`config.mk`:
```
export PLATFORM = sky130hd
export DESIGN_NAME = dtw_feeder
export DESIGN_NICKNAME = d
export VERILOG_FILES = /design/src/rtl/dtw_pkg.sv /design/src/rtl/dtw_sample_buf.sv /design/src/rtl/dtw_feeder.sv
export SDC_FILE = /design/constraint.sdc
export NUM_CORES = 1
export LEC_CHECK = 0
export CORE_ASPECT_RATIO = 0.5
export CORE_MARGIN = 2
export CORE_UTILIZATION = 45
export DETAILED_ROUTE_END_ITERATION = 7
export DONT_BUFFER_PORTS = 1
export HOLD_SLACK_MARGIN = 0.08
export PLACE_DENSITY_LB_ADDON = 0.08
export SLEW_MARGIN = 20
export SYNTH_ARGS = -nofsm -noshare
export SYNTH_HDL_FRONTEND = slang
export SYNTH_SLANG_ARGS = --single-unit
```
`constraint.sdc`:
```
create_clock -name clk -period 1.9 [get_ports clk]
set_input_delay 0.38 -clock clk [delete_from_list [all_inputs] [get_ports clk]]
set_output_delay 0.38 -clock clk [all_outputs]
set_load 0.01 [all_outputs]
```
`src/rtl/dtw_pkg.sv`:
```
// Shared types and defaults for the DTW feeder: FSM state encoding, default sizes and score sentinel.
package dtw_pkg;

    typedef enum logic [1:0] {
        ST_IDLE   = 2'd0,
        ST_FILL   = 2'd1,
        ST_RUN    = 2'd2,
        ST_FINISH = 2'd3
    } feeder_state_t;

    localparam int DEF_DATA_WIDTH = 10;
    localparam int DEF_SIZE       = 20;

    // Score reported when the engine never answers; replicated to the instance width.
    localparam logic [DEF_DATA_WIDTH-1:0] SCORE_SENTINEL = '1;

endpackage

```
`src/rtl/dtw_sample_buf.sv`:
```
// SIZE-entry sample register file with a bounds-checked write port and a wrapping read pointer.
// Read data follows the pointer combinationally, so an advance shows up on o_rd_data the next cycle.
module dtw_sample_buf
    import dtw_pkg::*;
#(
    parameter int DATA_WIDTH = DEF_DATA_WIDTH,
    parameter int SIZE       = DEF_SIZE
) (
    input  logic                     clk,
    input  logic                     rst_n,
    input  logic                     i_wr_en,
    input  logic [$clog2(SIZE)-1:0]  i_wr_addr,
    input  logic [DATA_WIDTH-1:0]    i_wr_data,
    input  logic                     i_rd_clr,
    input  logic                     i_rd_adv,
    output logic [DATA_WIDTH-1:0]    o_rd_data
);

    localparam int AW = $clog2(SIZE);
    localparam logic [AW-1:0] L_LAST = AW'(SIZE - 1);

    logic [DATA_WIDTH-1:0] r_mem [SIZE];
    logic [AW-1:0]         r_rd_ptr;

    always_ff @(posedge clk or negedge rst_n) begin
        if (!rst_n) begin
            for (int i = 0; i < SIZE; i++) begin
                r_mem[i] <= '0;
            end
        end else if (i_wr_en && (int'(i_wr_addr) < SIZE)) begin
            r_mem[i_wr_addr] <= i_wr_data;
        end
    end

    always_ff @(posedge clk or negedge rst_n) begin
        if (!rst_n) begin
            r_rd_ptr <= '0;
        end else if (i_rd_clr) begin
            r_rd_ptr <= '0;
        end else if (i_rd_adv) begin
            r_rd_ptr <= (r_rd_ptr == L_LAST) ? '0 : r_rd_ptr + 1'b1;
        end
    end

    assign o_rd_data = r_mem[r_rd_ptr];

endmodule

```
`src/rtl/dtw_feeder.sv`:
```
// Captures a camera window, then feeds reference/camera samples to a DTW engine and latches its score.
// Optional watchdog under DTW_FEEDER_TIMEOUT_EN forces FINISH with an all-ones score after TIMEOUT RUN cycles.
module dtw_feeder
    import dtw_pkg::*;
#(
    parameter int DATA_WIDTH = DEF_DATA_WIDTH,
    parameter int SIZE       = DEF_SIZE,
    parameter int TIMEOUT    = 4096
) (
    input  logic                     clk,
    input  logic                     rst_n,
    input  logic                     start,
    input  logic                     cam_valid,
    input  logic [DATA_WIDTH-1:0]    cam_data,
    output logic                     cam_ready,
    input  logic                     ref_wr_en,
    input  logic [$clog2(SIZE)-1:0]  ref_wr_addr,
    input  logic [DATA_WIDTH-1:0]    ref_wr_data,
    output logic                     dtw_ready,
    input  logic                     dtw_ready_refer,
    input  logic                     dtw_ready_camera,
    output logic [DATA_WIDTH-1:0]    refer_out,
    output logic [DATA_WIDTH-1:0]    camera_out,
    input  logic                     dtw_done,
    input  logic [DATA_WIDTH-1:0]    dtw_score,
    output logic                     busy,
    output logic [DATA_WIDTH-1:0]    score_out,
    output logic                     score_valid
`ifdef DTW_FEEDER_TIMEOUT_EN
    ,
    output logic                     timeout_err
`endif
);

    localparam int AW = $clog2(SIZE);
    localparam logic [AW-1:0]         L_LAST     = AW'(SIZE - 1);
    localparam logic [DATA_WIDTH-1:0] L_SENTINEL = {DATA_WIDTH{SCORE_SENTINEL[0]}};

    feeder_state_t         r_state;
    feeder_state_t         w_state_nxt;
    logic [AW-1:0]         r_cam_wr_ptr;
    logic [DATA_WIDTH-1:0] r_score;
    logic                  w_start_acc;
    logic                  w_cam_acc;
    logic                  w_run_done;
    logic                  w_ref_adv;
    logic                  w_cam_adv;
    logic                  w_ref_wr;
    logic                  w_wd_hit;

    assign w_start_acc = (r_state == ST_IDLE) && start;
    assign w_cam_acc   = (r_state == ST_FILL) && cam_valid;
    assign w_run_done  = (r_state == ST_RUN) && dtw_done;
    // A completing engine freezes the pointers, so done outranks any advance in the same cycle.
    assign w_ref_adv   = (r_state == ST_RUN) && dtw_ready_refer  && !dtw_done;
    assign w_cam_adv   = (r_state == ST_RUN) && dtw_ready_camera && !dtw_done;
    assign w_ref_wr    = ref_wr_en && ((r_state == ST_IDLE) || (r_state == ST_FILL));

`ifdef DTW_FEEDER_TIMEOUT_EN
    localparam int WDW = $clog2(TIMEOUT + 1);
    localparam logic [WDW-1:0] L_WD_LAST = WDW'(TIMEOUT - 1);

    logic [WDW-1:0] r_wd_cnt;
    logic           r_timeout_err;

    assign w_wd_hit    = (r_state == ST_RUN) && !dtw_done && (r_wd_cnt == L_WD_LAST);
    assign timeout_err = r_timeout_err;

    always_ff @(posedge clk or negedge rst_n) begin
        if (!rst_n) begin
            r_wd_cnt      <= '0;
            r_timeout_err <= 1'b0;
        end else begin
            if ((r_state == ST_FILL) && (w_state_nxt == ST_RUN)) begin
                r_wd_cnt <= '0;
            end else if (r_state == ST_RUN) begin
                r_wd_cnt <= r_wd_cnt + 1'b1;
            end
            if (w_start_acc) begin
                r_timeout_err <= 1'b0;
            end else if (w_wd_hit) begin
                r_timeout_err <= 1'b1;
            end
        end
    end
`else
    localparam int unused_timeout = TIMEOUT;
    assign w_wd_hit = 1'b0;
`endif

    always_ff @(posedge clk or negedge rst_n) begin
        if (!rst_n) begin
            r_state <= ST_IDLE;
        end else begin
            r_state <= w_state_nxt;
        end
    end

    always_comb begin
        w_state_nxt = r_state;
        cam_ready   = 1'b0;
        dtw_ready   = 1'b0;
        score_valid = 1'b0;
        busy        = 1'b1;
        case (r_state)
            ST_IDLE: begin
                busy = 1'b0;
                if (start) w_state_nxt = ST_FILL;
            end
            ST_FILL: begin
                cam_ready = 1'b1;
                if (cam_valid && (r_cam_wr_ptr == L_LAST)) w_state_nxt = ST_RUN;
            end
            ST_RUN: begin
                dtw_ready = 1'b1;
                if (dtw_done || w_wd_hit) w_state_nxt = ST_FINISH;
            end
            ST_FINISH: begin
                score_valid = 1'b1;
                w_state_nxt = ST_IDLE;
            end
            default: w_state_nxt = ST_IDLE;
        endcase
    end

    always_ff @(posedge clk or negedge rst_n) begin
        if (!rst_n) begin
            r_cam_wr_ptr <= '0;
            r_score      <= '0;
        end else begin
            if (w_start_acc) begin
                r_cam_wr_ptr <= '0;
            end else if (w_cam_acc) begin
                r_cam_wr_ptr <= (r_cam_wr_ptr == L_LAST) ? '0 : r_cam_wr_ptr + 1'b1;
            end
            if (w_run_done) begin
                r_score <= dtw_score;
            end else if (w_wd_hit) begin
                r_score <= L_SENTINEL;
            end
        end
    end

    assign score_out = r_score;

    dtw_sample_buf #(
        .DATA_WIDTH (DATA_WIDTH),
        .SIZE       (SIZE)
    ) u_ref_buf (
        .clk       (clk),
        .rst_n     (rst_n),
        .i_wr_en   (w_ref_wr),
        .i_wr_addr (ref_wr_addr),
        .i_wr_data (ref_wr_data),
        .i_rd_clr  (w_start_acc),
        .i_rd_adv  (w_ref_adv),
        .o_rd_data (refer_out)
    );

    dtw_sample_buf #(
        .DATA_WIDTH (DATA_WIDTH),
        .SIZE       (SIZE)
    ) u_cam_buf (
        .clk       (clk),
        .rst_n     (rst_n),
        .i_wr_en   (w_cam_acc),
        .i_wr_addr (r_cam_wr_ptr),
        .i_wr_data (cam_data),
        .i_rd_clr  (w_start_acc),
        .i_rd_adv  (w_cam_adv),
        .o_rd_data (camera_out)
    );

endmodule

```
=== Yosys cells after proc, flatten, opt, wreduce, memory -nomap -nowiden ===
Cells that the tools add are included.

* Bitwise gates (word level): 4
* Reduce and logical (&&, ||, !) cells: 20
* Muxes and demuxes: 29
* Add/subtract/negate cells: 3
* Magnitude comparators: 8
* Equality and inequality tests: 9

{| class="wikitable"
|+ Operators with widths
! kind !! number
|-
| bitwise mux 200 bit || 2
|-
| binary-select mux 10 bit (select 5 bit) || 2
|-
| demux 10 bit (select 5 bit) || 2
|-
| 2-to-1 mux 10 bit || 6
|-
| 2-to-1 mux 5 bit || 9
|-
| >= comparator 6 bit (second input constant) || 4
|-
| inverter 5 -> 6 bit || 4
|-
| adder 5 x 1 -> 5 bit (second input constant) || 3
|-
| equality test 5 bit (second input constant) || 3
|-
| logical AND 1 bit || 13
|-
| < comparator 6 x 1 -> 1 bit (second input constant) || 2
|-
| < comparator 5 bit (second input constant) || 2
|-
| one-hot mux 2 bit (4 select lines) || 1
|-
| 2-to-1 mux 2 bit || 3
|-
| nonzero test 2 bit || 3
|-
| equality test 2 bit (second input constant) || 2
|-
| 2-to-1 mux 1 bit || 4
|-
| inequality test 2 bit (second input constant) || 2
|-
| AND reduction 3 bit || 1
|-
| equality test 2 x 1 -> 1 bit (second input constant) || 1
|-
| logical NOT 2 bit || 1
|-
| inequality test 2 x 1 -> 1 bit (second input constant) || 1
|-
| logical NOT 1 bit || 1
|-
| logical OR 1 bit || 1
|}

* Register bits: 427
* Output and inout port bits: 34

=== Longest topological paths before layout ===
Gate-level depths: netlist of the first run.

* Word-level depth: 6
* Gate-level depth with buffers: 7
* Depth with buffers taken out: 6

=== Hierarchy ===
A second synthesis of the first run with hierarchy kept.

* Cell total of the unflattened synthesis: 1367
* Area, all modules: 20059.2 µm²

{| class="wikitable"
|+ Modules (own cells, without submodules)
! module !! cells each !! instances !! seq. area each (µm²) !! area an instance (µm²)
|-
| dtw_sample_buf (u_ref_buf) || 653 || 1 || 5129.9 || 9616.7
|-
| dtw_sample_buf (u_cam_buf) || 642 || 1 || 5129.9 || 9562.9
|-
| dtw_feeder || 72 || 1 || 425.4 || 879.6
|}

=== Worst setup path after synthesis of the first run ===
Ideal clock, no wire load.

* Path kind: register -> register
* From: register r_state[1]
* To: register u_ref_buf.r_mem[150] in the netlist's numbering
* Cell stages (with the launch flop): 7
* Arrival: 2.071 ns
* Setup time: 0.125 ns
* Slack: -0.296 ns
* Path buffers: 0
* Cell sequence: dfrtp_1 -> inv_1 -> ha_1 -> o21ai_0 -> or4_4 -> nor2_2 -> mux2_2

* Longest elaborated chain between the ends: 4

{| class="wikitable"
|+ RTL lines
! item !! RTL line !! RTL
|-
| start: declaration || dtw_feeder.sv:39 || <nowiki>feeder_state_t r_state;</nowiki>
|-
| start signal: assignment || dtw_feeder.sv:95 || <nowiki>r_state <= w_state_nxt;</nowiki>
|-
| equality test 2 x 1 -> 1 bit or logical NOT 2 bit (tied branches) || dtw_feeder.sv:57 || <nowiki>assign w_ref_wr = ref_wr_en && ((r_state == ST_IDLE) || (r_state == ST_FILL));</nowiki>
|-
| logical OR 1 bit * || dtw_feeder.sv:57 ||
|-
| logical AND 1 bit * || dtw_feeder.sv:57 ||
|-
| logical AND 1 bit * || dtw_sample_buf.sv:30 || <nowiki>end else if (i_wr_en && (int'(i_wr_addr) < SIZE)) begin</nowiki>
|-
| end signal: indexed assignment || dtw_sample_buf.sv:31 || <nowiki>r_mem[i_wr_addr] <= i_wr_data;</nowiki>
|-
| end: declaration || dtw_sample_buf.sv:22 || <nowiki>logic [DATA_WIDTH-1:0] r_mem [SIZE];</nowiki>
|}

Mark *: on every way between the ends. The rest lies on a longest branch, timed or not.
A chain may end at the register's enable or synchronous reset.

=== Worst setup path after layout of the first run ===
* From: register u_ref_buf.r_rd_ptr[0]
* To: output port refer_out[4]

* Longest elaborated chain between the ends: 4

{| class="wikitable"
|+ RTL lines
! item !! RTL line !! RTL
|-
| start: declaration || dtw_sample_buf.sv:23 || <nowiki>logic [AW-1:0] r_rd_ptr;</nowiki>
|-
| start signal: assignment || dtw_sample_buf.sv:41 || <nowiki>r_rd_ptr <= (r_rd_ptr == L_LAST) ? '0 : r_rd_ptr + 1'b1;</nowiki>
|-
| inverter 5 -> 6 bit (implied by the code) || dtw_sample_buf.sv:45 || <nowiki>assign o_rd_data = r_mem[r_rd_ptr];</nowiki>
|-
| binary-select mux 10 bit (select 5 bit) || dtw_sample_buf.sv:45 ||
|-
| 2-to-1 mux 10 bit (implied by the code) (2 in series) || dtw_sample_buf.sv:45 ||
|-
| end: declaration || dtw_feeder.sv:22 || <nowiki>output logic [DATA_WIDTH-1:0] refer_out,</nowiki>
|}

No other way between the ends. The select of a mux whose other input is x is not followed.

==> results of run 1 <==
-- where the power goes --
part           switching [mW]  total [mW]  internal, mW
Combinational            4.31        9.96          5.65
Sequential               1.11        11.9          10.8
Clock                    3.59        8.43          4.84
-- through the flow --
| step | utilization | hold slack (ps) |
|---|---|---|
| after floorplan | - | 84.4 |
| after global placement | 0.502 | 104 |
| after detailed placement | 0.502 | 98.0 |
| after CTS | 0.575 | -481 |
| after global routing | 0.589 | -495 |
| final | 0.589 | -467 |
-- cell type report --
class                      count  area [µm²]
tap                          588         736
fill                        3384       17900
multi-input combinational    835        9980
sequential                   427       10700
timing repair buffer         211        2780
inverter                       8        32.5
clock inverter                14         185
clock buffer                  58        1170
-- timing repair --
item / in CTS / in global routing
pin swaps: 29 / 28
hold endpoints to repair: 838 / 427
cloned: 18 / 8
setup endpoints to repair: 277 / 434
buffers inserted: 23 / 23
gates resized for setup: 230 / 114
-- cell usage in the layout (no fill, tap or decap), types with 4 or more instances in the layout --
| master | count |
|---|---|
| nand2_8 | 4 |
| inv_1 | 5 |
| mux4_2 | 60 |
| a21oi_1 | 13 |
| buf_6 | 28 |
| mux2i_4 | 6 |
| mux2_4 | 186 |
| a22oi_1 | 39 |
| nor2_4 | 31 |
| mux2_2 | 225 |
| mux2i_1 | 84 |
| clkinv_2 | 5 |
| buf_12 | 47 |
| ha_4 | 4 |
| nor2b_1 | 8 |
| nand4b_1 | 8 |
| mux2i_2 | 14 |
| ha_1 | 5 |
| nor3b_1 | 4 |
| nand3_1 | 23 |
| clkbuf_1 | 9 |
| nor2_1 | 13 |
| buf_4 | 78 |
| nand2_4 | 4 |
| clkbuf_8 | 8 |
| clkbuf_16 | 57 |
| buf_16 | 5 |
| bufinv_16 | 4 |
| o21ai_0 | 6 |
| nor2b_2 | 4 |
| buf_8 | 6 |
| o211ai_1 | 20 |
| dfrtp_1 | 424 |
| nand2_1 | 27 |
| dlygate4sd3_1 | 31 |
-- state kept, by name, summed over array words and instances (netlist names) --
register	cells
r_cam_wr_ptr	5
r_state	2
score_out	10
u_cam_buf.r_mem	200
u_cam_buf.r_rd_ptr	5
u_ref_buf.r_mem	200
u_ref_buf.r_rd_ptr	5
-- per-layer routing --
layer | share of wire | vias up | global-route usage
met1 | 0.45 | 6565 | 0.327
met2 | 0.49 | 231 | 0.392
met4 | 0.019 | 0 | 0.0510
li1 | - | 5371 | -
met5 | 0 | - | 0
met3 | 0.038 | 78 | 0.0380
-- cells by family after synthesis --
| family | Yosys count | synth area share |
|---|---|---|
| compound gates | 90 | 0.0317 |
| xor+xnor | 1 | 0.000444 |
| fa+ha+maj | 10 | 0.00634 |
| buf+inv | 101 | 0.0210 |
| flops | 427 | 0.541 |
| mux | 575 | 0.356 |
| simple gates | 158 | 0.0438 |
-- final timing paths --
kind | start | to | slack [ps]
max | u_ref_buf.r_rd_ptr[0] | refer_out[4] | -760
min | rst_n | u_cam_buf.r_mem[105] | -470
max reg2reg | r_state[0] | u_ref_buf.r_mem[9] | -260
min reg2reg | u_cam_buf.r_mem[14] | u_cam_buf.r_mem[14] | 500
max in group asynchronous | rst_n | u_ref_buf.r_mem[148] | 1490
min in group clk | cam_valid | r_cam_wr_ptr[2] | 140
==> run_results.csv, run 1 <==
group,metric,value,unit
synthesis,synth_top_cell_by_area,"dfrtp_1",
layout,final_cells,2141,
grt,first_global_vias,13300,
synthesis,synth_area,19700,µm²
setup_path,worstPathArrival,2280,ps
route,drcViolationCount,0,
layout,design_area,25600,µm²
setup_path,path_depth,5,
synthesis,synth_top_cell_area_share,0.541,
layout,diodes,0,
sta,period_needed,2660,ps
synthesis,yosysMostFrequentCell,"dfrtp_1",
synthesis,synth.distinct_cells,41,
route,dr.pass1.iters,5,
sta,post-route-period-util,1.40,
die,fp-row-count,54,
sta,setup_viol,309,
synthesis,yosysWarnings,0,
synthesis,synth-edff-count,0,
job,maxCapViolations,0,
route,ant_nets,0,
die,dieArea,45700,µm²
sta,relSlewSlack,0.0309,
power,power,30.3,mW
setup_path,cp_num_buf_inv,2,
sta,finalSetupTns,-39470,ps
sta,fin_worst_hold_slack,-467,ps
placed_design,place_ws,-305,ps
synthesis,ys_seq_area_frac,0.541,
power,peakVddDrop,732,µV
cts,h-tree-depth,2,
placed_design,post-dp-hpwl,32.2,mm
cts,clockBufferDepth,3,
power,power_density,1190,nW/µm²
grt,overflow,0,
synthesis,netlist_top_cells_count,"dfrtp_1, mux2_2, mux2i_1, clkbuf_1, mux4_2",
run_status,violations,"hold timing, setup timing",
die,core,43400,µm²
sta,max_freq,376,MHz
sta,setup_ws,-759,ps
setup_path,cpLargestDelayFamily,"multiplexers",
sta,drv_slew,0,
die,initial_utilization,0.454,
run_status,status,"finished with violations",
cts,cts_tree,"built",
placed_design,placed_area,21800,µm²
route,wl,54.3,mm
cts,postCtsHoldBufs,31,
die,die_h,152,µm
placed_design,place_congestion,0.795,
cts,cts_inserted_buffers,40,
die,ios,77,
setup_path,ff2ff_path_depth,9,
route,drt-initial-drc-count,716,
synthesis,syn-instance-count,1362,
setup_path,worstSetupEndpointType,"output pin",
setup_path,cp_max_fo,10,
die,die_w,300,µm
synthesis,synthArstFlopShare,1.00,
power,leakage,11.4,nW
route,wl_per_cell,25.4,µm
placed_design,dp.cells,1979,
route,viasPerCell,5.72,
layout,layout-drive-gt1-share,0.524,
hold_path,hold_class,"in -> async",
grt,grtUsageTotal,0.235,
setup_path,crit_type,"reg -> out",
grt,antenna_found_initial,0,
setup_path,crit_slowest_cell,"mux4_2",
grt,grt_pass1_wl,82.3,mm
cts,root_buffer,"clkbuf_16",
synthesis,ys.flop_type,"dfrtp_1",
setup_path,cpPeakStageDelay,550,ps
synthesis,synth.avg_cell_area,14.5,µm²
layout,syn_to_final_growth,29.6,%
placed_design,io_buffers,0,
sta,rsz0062_at_grt,"yes",
synthesis,synth.net_count,1415,
cts,worstSkewPairLatency,550,ps
setup_path,required,1520,ps
route,num_vias,12200,
setup_path,startpoint_type,"flip-flop",
cts,clock_sinks,427,
synthesis,ys_top_cells_by_area,"dfrtp_1, mux2_2, mux4_2",
sta,worstMarginPinSlew,1450,ps
setup_path,cp_cell_sequence,"buf_12 -> mux4_2 -> mux2i_2 -> buf_4 -> o211ai_1",
sta,fin_worst_skew,15.8,ps
synthesis,ys_ff_latch,427,
sta,hold_viol_final,427,
layout,nNetsFinal,1576,
grt,grt_max_degree,428,
cts,clkTransAtPathRegs,60,ps
Note: power is estimated with default switching activity, not from simulation.
==> run 2, diff against run 1 <==
--- a/config.mk
+++ b/config.mk
@@ -16,3 +16,4 @@
 export SYNTH_ARGS = -nofsm -noshare
 export SYNTH_HDL_FRONTEND = slang
 export SYNTH_SLANG_ARGS = --single-unit
+export TNS_END_PERCENT = 20
==> run 2 against run 1 <==
Against the previous run:
- the run still ends with hold timing, setup timing left
- routed wire length is 3.6% lower
- die area stayed put
- setup slack better by 37 ps
- first-iteration DRC count is 2.1% lower
- critical path depth stayed put
- core utilization is 1.7 points lower
- clock-buffer cell count is 2 lower
- via count is 1.7% lower
- clock power is 6.2% lower
- non-clock buffer count is 24 lower
- sequential cell count stayed put
- critical endpoint is now refer_out[3]
==> run_results.csv, run 2 (synthesis gave the netlist of run 1 again) <==
group,metric,value,unit
die,ios,77,
setup_path,crit_type,"reg -> out",
grt,grt_max_degree,428,
grt,grtUsageTotal,0.231,
setup_path,r2r-start,"r_state[0]",
placed_design,io_buffers,0,
cts,postCtsHoldBufs,31,
layout,layout-drive-gt1-share,0.512,
sta,fin_worst_hold_slack,-464,ps
placed_design,place_ws,-338,ps
grt,use_met1,0.315,
die,fp-row-count,54,
run_status,violations,"hold timing, setup timing",
route,drcViolationCount,0,
sta,setup_viol,200,
placed_design,dp.cells,1971,
cts,cts_tree,"built",
route,wl_per_cell,24.8,µm
route,wl,52.4,mm
sta,fin_worst_skew,13.6,ps
cts,cts_inserted_buffers,40,
route,num_vias,12000,
setup_path,cp_max_fo,7,
layout,syn_to_final_growth,25.8,%
setup_path,worstPathArrival,2240,ps
cts,worstSkewPairLatency,540,ps
power,power_density,1180,nW/µm²
layout,num-fill-cells,3441,
sta,max_freq,381,MHz
setup_path,rr_endpoint,"u_ref_buf.r_mem[2]",
sta,period_needed,2620,ps
sta,setup_ws,-723,ps
route,drt-initial-drc-count,701,
setup_path,reg2reg_setup_slack,-250,ps
cts,root_buffer,"clkbuf_16",
grt,busiest_layer,"met2",
setup_path,required,1520,ps
setup_path,critPathCapture,"refer_out[3]",
setup_path,cpPeakStageDelay,530,ps
layout,final_cells,2115,
setup_path,path_depth,5,
route,viasPerCell,5.69,
sta,drv_slew,0,
job,maxCapViolations,0,
hold_path,hold_class,"in -> async",
power,power,29.4,mW
setup_path,cpLargestDelayFamily,"multiplexers",
route,ant_nets,0,
grt,grt_pass1_wl,80.8,mm
grt,first_global_vias,13200,
layout,final_cell_mix,"dfrtp_1, mux2_2, mux2_4",
sta,worstMarginPinSlew,1150,ps
setup_path,cp_cell_sequence,"buf_12 -> mux4_2 -> mux2i_1 -> buf_4 -> o211ai_1",
setup_path,ff2ff_path_depth,9,
layout,mostFrequentLayoutCell,"dfrtp_1",
run_status,status,"finished with violations",
grt,grt_use_met3,0.0383,
die,die_h,152,µm
layout,regArea,10700,µm²
die,core,43400,µm²
setup_path,startpoint_type,"flip-flop",
sta,relSlewSlack,0.232,
layout,multi_input_area,9710,µm²
placed_design,post-dp-hpwl,31.9,mm
grt,antenna_found_initial,1,
route,dr.pass1.iters,5,
sta,rsz0062_at_grt,"yes",
die,initial_utilization,0.454,
power,peakVddDrop,815,µV
sta,finalSetupTns,-28680,ps
power,leakage,11.2,nW
cts,h-tree-depth,2,
setup_path,cp_num_buf_inv,2,
setup_path,worstSetupEndpointType,"output pin",
setup_path,crit_slowest_cell,"dfrtp_4",
placed_design,place_congestion,0.806,
setup_path,crit_start,"u_ref_buf.r_rd_ptr[0]",
die,die_w,300,µm
layout,nNetsFinal,1552,
cts,clock_sinks,427,
cts,clockBufferDepth,3,
sta,post-route-period-util,1.38,
die,dieArea,45700,µm²
grt,grt.met2_usage,0.382,
grt,overflow,0,
sta,hold_viol_final,427,
cts,clkTransAtPathRegs,60,ps
[run 2: worst min path at each step]
stage / startpoint / to / slack (ps)
3_3_place_gp: rst_n / u_cam_buf.r_mem[100] / 110
4_1_cts: rst_n / u_cam_buf.r_mem[70] / -480
6_report: rst_n / u_cam_buf.r_mem[100] / -460
2_1_floorplan: rst_n / r_cam_wr_ptr[0] / 80
5_1_grt: rst_n / u_cam_buf.r_mem[100] / -490
3_5_place_dp: rst_n / u_cam_buf.r_mem[70] / 110
[run 2: cell type report]
type / count / share of cell area
sequential: 427 / 0.431
inverter: 8 / 0.00121
clock inverter: 13 / 0.00479
multi-input combinational: 835 / 0.391
clock buffer: 56 / 0.0456
tap: 588 / 0.0296
timing repair buffer: 187 / 0.0974
antenna: 1 / 0.000101
[run 2: what timing repair did]
item / in CTS / in global routing
setup buffers: 19 / 19
gates cloned: 6 / 3
hold endpoints to repair: 838 / 427
gates resized for setup: 180 / 76
pin swaps: 31 / 41
endpoints found under the setup margin: 298 / 414
[run 2: worst register-to-register path: cells and delay by family, from the launching register on]
family	cells	cell delay [ps]
buffers and inverters	4	630
and+or+nand+nor	2	400
DFF	1	410
AOI/OAI and AO/OA	1	170
muxes	1	300
adders and majority gates	1	150
[run 2: power by group]
group	internal (mW)	switching, mW
Clock	4.43	3.48
Sequential	10.8	1.08
Combinational	5.57	4.04
Total	20.8	8.60
[run 2: metal layers]
| metal | vias up | part of all wire |
|---|---|---|
| li1 | 5294 | - |
| met1 | 6460 | 0.45 |
| met2 | 203 | 0.49 |
| met3 | 84 | 0.034 |
| met4 | 0 | 0.026 |
| met5 | - | 0 |
[run 2: through the flow]
stage               hold WS (ps)  cell area, µm²   util
finish                      -464           24800  0.572
global route                -489           24800  0.572
CTS                         -479           24300  0.560
detailed placement           105           21800  0.502
global placement             106           21800  0.502
floorplan                   84.4           19900      -
